## src/rtl/intr_ctrl.sv

```systemverilog
// Interrupt controller on the MCU IOBUS: edge-detected sources latch into PENDING,
// and the lowest enabled pending source is raised to the core and serviced without nesting.
module intr_ctrl #(
   parameter int          NUM_SRC   = 8,
   parameter logic [31:0] BASE_ADDR = 32'h1100_0100
) (
   input  logic               IC_clk,
   input  logic               IC_RST,
   input  logic [NUM_SRC-1:0] IC_SRC,
   input  logic [31:0]        IC_IOBUS_ADDR,
   input  logic [31:0]        IC_IOBUS_OUT,
   input  logic               IC_IOBUS_WR,
   output logic               IC_SEL,
   output logic [31:0]        IC_RD_DATA,
   output logic               IC_INTR
);

   typedef enum logic [1:0] {
      IDLE    = 2'd0,
      ASSERT  = 2'd1,
      SERVICE = 2'd2
   } state_t;

   state_t             state;
   logic               intr_q;
   logic               armed;
   logic [NUM_SRC-1:0] src_q;
   logic [NUM_SRC-1:0] enable;
   logic [NUM_SRC-1:0] pending;
   logic [4:0]         active_id;

   logic               wr_en;
   logic [1:0]         reg_off;
   logic [4:0]         wr_id;
   logic [NUM_SRC-1:0] candidate;
   logic [31:0]        cand_ext;
   logic               cand_any;
   logic [4:0]         win_id;
   logic               claim_hit;
   logic               complete_hit;
   logic [NUM_SRC-1:0] rise;
   logic [NUM_SRC-1:0] clr;
   logic [NUM_SRC-1:0] pending_next;
   logic [31:0]        rd_data;
   logic               unused_bits;

   assign unused_bits = ^{IC_IOBUS_ADDR[1:0], IC_IOBUS_OUT};

   // Bus decode, priority pick and the pending-bit update; a new edge wins over any clear.
   always_comb begin
      IC_SEL    = (IC_IOBUS_ADDR[31:4] == BASE_ADDR[31:4]);
      wr_en     = IC_IOBUS_WR & IC_SEL;
      reg_off   = IC_IOBUS_ADDR[3:2];
      wr_id     = IC_IOBUS_OUT[4:0];
      candidate = pending & enable;
      cand_ext  = {{(32-NUM_SRC){1'b0}}, candidate};
      cand_any  = |candidate;

      win_id = 5'd0;
      for (int i = NUM_SRC-1; i >= 0; i--) begin
         if (candidate[i]) win_id = 5'(i);
      end

      claim_hit    = wr_en && (reg_off == 2'd2) && (state == ASSERT) && cand_ext[wr_id];
      complete_hit = wr_en && (reg_off == 2'd3) && (state == SERVICE) && (wr_id == active_id);

      rise = armed ? (IC_SRC & ~src_q) : '0;

      clr = '0;
      if (wr_en && (reg_off == 2'd1)) clr = IC_IOBUS_OUT[NUM_SRC-1:0];
      for (int i = 0; i < NUM_SRC; i++) begin
         if (claim_hit && (wr_id == 5'(i))) clr[i] = 1'b1;
      end

      pending_next = rise | (pending & ~clr);
   end

   // Register read mux; everything reads as zero when the window is not selected.
   always_comb begin
      rd_data = 32'd0;
      if (IC_SEL) begin
         case (reg_off)
            2'd0:    rd_data[NUM_SRC-1:0] = enable;
            2'd1:    rd_data[NUM_SRC-1:0] = pending;
            2'd2:    rd_data = {cand_any, 26'd0, win_id};
            default: begin
               rd_data[9:8] = state;
               rd_data[4:0] = active_id;
            end
         endcase
      end
   end

   assign IC_RD_DATA = rd_data;
   assign IC_INTR    = intr_q;

   // The first clock after reset only samples the sources, so lines already high are not edges.
   always_ff @(posedge IC_clk or negedge IC_RST) begin
      if (!IC_RST) begin
         state     <= IDLE;
         intr_q    <= 1'b0;
         armed     <= 1'b0;
         src_q     <= '0;
         enable    <= '0;
         pending   <= '0;
         active_id <= 5'd0;
      end else begin
         src_q   <= IC_SRC;
         armed   <= 1'b1;
         pending <= pending_next;
         if (wr_en && (reg_off == 2'd0)) enable <= IC_IOBUS_OUT[NUM_SRC-1:0];

         case (state)
            IDLE: begin
               if (cand_any) begin
                  state  <= ASSERT;
                  intr_q <= 1'b1;
               end
            end
            ASSERT: begin
               if (claim_hit) begin
                  state     <= SERVICE;
                  active_id <= wr_id;
                  intr_q    <= 1'b0;
               end else if (!cand_any) begin
                  state  <= IDLE;
                  intr_q <= 1'b0;
               end
            end
            SERVICE: begin
               if (complete_hit) state <= IDLE;
            end
            default: begin
               state  <= IDLE;
               intr_q <= 1'b0;
            end
         endcase
      end
   end

endmodule

```

## config.mk

```make
export PLATFORM = sky130hd
export DESIGN_NAME = intr_ctrl
export DESIGN_NICKNAME = d
export VERILOG_FILES = /design/src/rtl/intr_ctrl.sv
export SDC_FILE = /design/constraint.sdc
export NUM_CORES = 1
export LEC_CHECK = 0
export CELL_PAD_IN_SITES_DETAIL_PLACEMENT = 0
export CELL_PAD_IN_SITES_GLOBAL_PLACEMENT = 2
export CORE_MARGIN = 2
export CORE_UTILIZATION = 20
export DETAILED_ROUTE_END_ITERATION = 10
export PLACE_DENSITY = 0.82
export SYNTH_ARGS = -nofsm -noshare
export SYNTH_HDL_FRONTEND = slang
export SYNTH_SLANG_ARGS = --single-unit
```

## constraint.sdc

```tcl
create_clock -name IC_clk -period 2.1 [get_ports IC_clk]
set_input_delay 0.21 -clock IC_clk [delete_from_list [all_inputs] [get_ports IC_clk]]
set_output_delay 0.21 -clock IC_clk [all_outputs]
set_load 0.02 [all_outputs]
```

## Yosys cells after proc, flatten, opt, wreduce, memory -nomap -nowiden

Cells that the tools add are included.

| word-level totals | value |
|---|---|
| flip-flop bits (word level) | 33 |
| word-level logic and storage cells | 91 |

| operators by class | value |
|---|---|
| order comparisons | 1 |
| equality and inequality tests | 17 |
| multiplexer cells | 34 |
| bitwise operators | 8 |
| reductions and logical operators | 24 |

Operators with widths:

| operator | number |
|---|---|
| two-way mux 32 bit | 1 |
| two-way mux 5 bit | 6 |
| equality test 28 x 25 -> 1 bit, second input constant | 1 |
| AND 8 bit | 3 |
| two-way mux 22 bit | 1 |
| equality test 5 x 3 -> 1 bit, second input constant | 4 |
| logical AND 1 bit | 16 |
| two-way mux 8 bit | 2 |
| inverter 8 bit | 2 |
| one-hot mux 5 bit (3 select lines) | 1 |
| two-way mux 1 bit | 12 |
| equality test 5 x 2 -> 1 bit, second input constant | 2 |
| two-way mux 2 bit | 5 |
| bitwise OR 8 bit | 1 |
| OR reduction 8 bit | 1 |
| equality test 2 bit, second input constant | 3 |
| less-than comparator 5 x 6 -> 1 bit, second input constant | 1 |
| two-way mux 3 bit | 2 |
| one-hot mux 2 bit (3 select lines) | 1 |
| one-hot mux 3 bit (2 select lines) | 1 |
| AND reduction 3 bit | 2 |
| binary-select mux 1 bit (select 5 bit) | 1 |
| equality test 5 x 1 -> 1 bit, second input constant | 1 |
| equality test 5 bit | 1 |
| other kinds (10) | 13 |

## Depth between registers and ports, before layout

| depth | value |
|---|---|
| depth in word-level cells | 11 |
| gate-level depth with buffers | 8 |
| depth with buffers taken out | 6 |

## Worst setup path before layout

OpenSTA, ideal clock, no wires.

| timing path | value |
|---|---|
| path type | input to output |
| start point | in IC_IOBUS_ADDR[5] |
| end point | out IC_RD_DATA[0] |
| arrival | 2.454 ns |
| data required time | 1.890 ns |
| path slack | -0.564 ns |
| stages on the path | 5 |
| buffers on the path | 2 |
| cell sequence | or4b_1 or3_1 buf_6 clkbuf_1 a2111oi_0 |

| on the way | value |
|---|---|
| cells in the longest elaborated chain, start to end | 2 |

Ends and longest elaborated chain:

| item | RTL line | source |
|---|---|---|
| start, declared | 10 | `input logic [31:0] IC_IOBUS_ADDR,` |
| equality test 28 x 25 -> 1 bit | 51 | `IC_SEL = (IC_IOBUS_ADDR[31:4] == BASE_ADDR[31:4]);` |
| two-way mux 32 bit | 81 | `if (IC_SEL) begin` |
| end, declared | 14 | `output logic [31:0] IC_RD_DATA,` |

Every way passes these cells.

## Worst setup path after layout

| timing path | value |
|---|---|
| start point | in IC_IOBUS_ADDR[5] |
| end point | reg active_id[0] |

| on the way | value |
|---|---|
| cells in the longest elaborated chain, start to end | 6 |

Ends and longest elaborated chain:

| item | RTL line | source |
|---|---|---|
| equality test 28 x 25 -> 1 bit | 51 |  |
| AND 1 bit | 52 | `wr_en = IC_IOBUS_WR & IC_SEL;` |
| logical AND 1 bit (3 in series) | 64 | `claim_hit = wr_en && (reg_off == 2'd2) && (state == ASSERT) && cand_ext[wr_id];` |
| AND reduction 2 bit (no line) | - |  |
| end signal, assigned | 123 | `active_id <= wr_id;` |
| end, declared | 30 | `logic [4:0] active_id;` |

Every way passes these cells.
A chain may end at the register's enable or synchronous reset.

==> key figures <==
Status
  – Status: finished with violations
  – Failing checks: setup timing

Power and ir drop
  – Worst VDD drop: approximately 240 uV
  – Tot Pwr: ~0.0015 W
  – Pwr Density: around 450 nW/um^2
  – Static Leak: ~1.5 nW

Critical path
  – Reg-to-reg setup timing slack: 130 ps
  – WP buf/inv: 4
  – Critical-path cell list: buf_6 > or4b_4 > or3_4 > buf_8 > buf_12 > nor4_4 > buf_6 > mux2_4
  – Worst setup EP type: register
  – CP required: around 2300 ps
  – Origin of the critical flop-to-flop path: enable[1]
  – Delay-heaviest family, CP: simple AND/OR/NAND/NOR gates
  – Critical Path Max Stage Delay: between 500 and 600 ps
  – CP Launch Type: primary input
  – Slowest-stage cell, CP: or4b_4
  – R2R cell count: 7
  – Crit-path max FO: 7
  – Path type of the worst setup path: in2reg
  – WP data arrival: around 2300 ps
  – Most frequent CP cell: buf_6
  – FF-to-FF End: active_id[0]

Synth
  – Fraction of registers with async set/reset: between 90% and 100%
  – Seq/Total Area, Yosys: about two fifths
  – #FFs+latches synth: 33
  – Post-synthesis simple-gate area fraction: 24.1%
  – Synth Cell Area: about 2100 um^2
  – Count of cell types in the netlist: 48
  – Synth Area in Adders: 0%
  – Mux cell area share after synthesis: just under 9%
  – Post-synth EDFFs: 0
  – Main combinational cell family by area after synthesis: simple AND/OR/NAND/NOR gates
  – Compound-cell area share of the yosys netlist: between 10 and 15%
  – Synth Area in XOR/XNOR: about 2.1%
  – Synth Flop Type: dfrtp_1
  – Syn Area/Cell: 9.30 um^2
  – Synth Warn #: 0
  – Syn Inst Count: about 230

Routing
  – DRT antenna net count: 0
  – First-pass DRT Iterations: 4
  – WL/cell: 13.9 um
  – WL final: around 6600 um
  – DRC viols: 0
  – DR iter-0 viols: a little over 70
  – Vias per inst: around 4.4
  – Via count: approximately 2100

STA
  – Final Setup Violations: 5
  – Setup TNS: -143 ps
  – RSZ-0062 raised after global routing: true
  – Clock skew: around 9.8 ps
  – Pins over their slew limit: 0
  – Post-layout minimum cycle time: between 2000 and 2500 ps
  – Crit share post-route: 102%
  – Final worst-path setup slack: -37.3 ps
  – Hold Fails Final Rpt: 0
  – Hold_ws: between 300 and 400 ps
  – Max Clock Freq: 468 MHz

CTS
  – CTS Hold Buffers Added: 0
  – Clock root buffer: clkbuf_8
  – CTS tree: built
  – Num Clock Sinks: 33
  – Clock insertion delay at the later pin of the skew report: around 290 ps
  – Clock Pin Slew Worst Setup and Hold Paths: approximately 70 ps
  – CTS H-Tree Depth: 2
  – CTS Buffer Depth: 2
  – TritonCTS Buffers: 5

Global routing
  – First-pass GRT wire length: 11000 um
  – GRT Total Usage: between 10% and 20%
  – Initial antenna violation count: 0
  – Vias in the first global route: 2159
  – Largest net degree at the start of global routing: 34
  – Gr ovfl total: 0

Finish
  – Share of post-route cells with drive strength above 1: roughly two fifths
  – Finished Layout Cells: 475
  – Diodes inserted: 0
  – Nets: 413
  – Layout Area Growth over Synthesis: 61.3%

Place
  – RePlAce Congestion: ~0.84
  – Post-Place Cells: between 400 and 500
  – Post-DP HPWL: roughly 5000 um
  – Port bufs: 61
  – Pre-CTS setup slack: -713 ps

Floorplan
  – Die width: around 110 um
  – Core ar.: about 10000 um^2
  – I/O pins: between 100 and 150
  – Die area: between 10000 and 15000 um^2
  – Row cnt: 37
  – Initial core utilization: between 20% and 30%
  – Die Y: 107 um

Flow run
  – Max-cap violation count: 0

Hold path
  – Worst Hold Class: in2async
-- power by group --
group / internal, W / switching (W) / total [W]
Combinational: 0.000118 / 0.000137 / 0.000255
Sequential: 0.000644 / 0.00000385 / 0.000648
Clock: 0.000387 / 0.000238 / 0.000625
-- worst register-to-register path: stages, from the launching register on --
cell	delay [ps]
dfrtp_1	420
nand2_1	90
a2111oi_2	370
buf_4	170
a32oi_2	80
nor4_4	270
buf_6	170
mux2_4	300
-- per-stage QoR --
step | area [um^2] | utilization, %
floorplan | 2220 | -
global placement | 3120 | 30.4
detailed placement | 3120 | 30.4
CTS | 3380 | 32.9
global route | 3410 | 33.2
finish | 3410 | 33.2
-- state kept, by name, indices dropped and copies added (netlist names) --
name and cells:
IC_INTR 1, active_id 5, armed 1, enable 8, pending 8, src_q 8, state 2
-- Yosys cell counts (all sizes together), types with 2 or more instances --
| cell | number | share of area, % |
|---|---|---|
| conb | 2 | 0.36 |
| nor3 | 8 | 1.9 |
| nor2b | 6 | 1.8 |
| a211oi | 3 | 1.1 |
| mux2 | 11 | 5.9 |
| a2111oi | 2 | 0.83 |
| dfrtp | 33 | 39 |
| or4 | 2 | 0.71 |
| xor2 | 4 | 1.7 |
| clkbuf | 8 | 1.4 |
| a21oi | 2 | 0.47 |
| and2b | 2 | 0.71 |
| nand3b | 7 | 2.5 |
| nand3 | 17 | 4.0 |
| nor4 | 13 | 4.6 |
| buf | 27 | 9.0 |
| a31oi | 2 | 0.59 |
| o21ai | 16 | 3.8 |
| nor4b | 2 | 0.83 |
| nor2 | 8 | 1.4 |
| nand2 | 10 | 1.8 |
| nand2b | 3 | 0.89 |
| inv | 6 | 1.1 |
| a22o | 2 | 0.83 |
| o211ai | 2 | 0.71 |
| a311oi | 2 | 0.83 |
| mux2i | 6 | 2.8 |
| a22oi | 4 | 1.4 |
| o41ai | 2 | 0.83 |
-- what timing repair did --
action / CTS / global route
pin swaps: 12 / 12
endpoints found under the setup margin: 34 / 24
setup buffers: 14 / 0
gates resized for setup: 121 / 31
gates cloned: 1 / 0
-- area by class of cell --
type                       count  area (um^2)
clock inverter                 1         30.0
multi-input combinational    173         1280
inverter                       6         22.5
fill                        1078         6870
timing repair buffer         119          988
clock buffer                   7         86.3
tap                          136          170
sequential                    33          826
-- metal layers --
layer	track usage, %	wire [um]
met5	0	0
met4	2.23	45
met3	2.80	337
met2	20.7	3270
met1	15.6	2960
-- logic make-up after synthesis --
family                    Yosys count
AOI/OAI and AO/OA                  43
other                               2
DFF                                33
and+or+nand+nor                    86
xor gates and xnor gates            5
buffers and inverters              41
muxes                              17
-- worst max path at each step --
stage	from	slack [ps]	depth (start not counted)	to
2_1_floorplan	IC_IOBUS_ADDR[5]	-40	5	IC_RD_DATA[31]
3_3_place_gp	IC_IOBUS_ADDR[5]	-690	8	active_id[2]
3_5_place_dp	IC_IOBUS_ADDR[5]	-710	8	active_id[1]
4_1_cts	IC_IOBUS_ADDR[10]	0.5	7	IC_RD_DATA[2]
5_1_grt	IC_IOBUS_ADDR[5]	-70	8	active_id[0]
6_report	IC_IOBUS_ADDR[5]	-40	8	active_id[0]
-- placed cells by master (no fill, tap or decap), types with 2 or more instances in the layout --
cell / Yosys / final
xor2_1: 4 / 4
nor3_2: 0 / 3
a22o_1: 2 / 2
nand3b_1: 7 / 7
clkdlybuf4s50_1: 0 / 20
o41ai_2: 0 / 2
dfrtp_1: 33 / 33
a211oi_2: 0 / 2
o211ai_1: 2 / 2
buf_2: 2 / 7
clkbuf_8: 0 / 6
buf_4: 21 / 59
clkbuf_2: 0 / 10
mux2_2: 11 / 8
nor2_2: 0 / 2
nand3_1: 17 / 17
dlymetal6s2s_1: 0 / 2
nor2b_1: 6 / 5
nand2_1: 10 / 10
a21oi_1: 2 / 2
a31oi_1: 2 / 2
mux2i_1: 6 / 6
buf_12: 0 / 3
and2b_1: 2 / 2
inv_1: 6 / 5
or4_4: 0 / 2
o21ai_0: 16 / 15
a22oi_1: 4 / 4
buf_6: 1 / 2
nor2_1: 8 / 6
nor4_2: 0 / 5
conb_1: 2 / 22
nor3_1: 8 / 5
nand2b_1: 3 / 3
clkdlybuf4s15_1: 0 / 5
dlygate4sd2_1: 0 / 10
mux2_4: 0 / 3
nor4_1: 12 / 7
No activity file was read; power rests on OpenSTA's default activity.
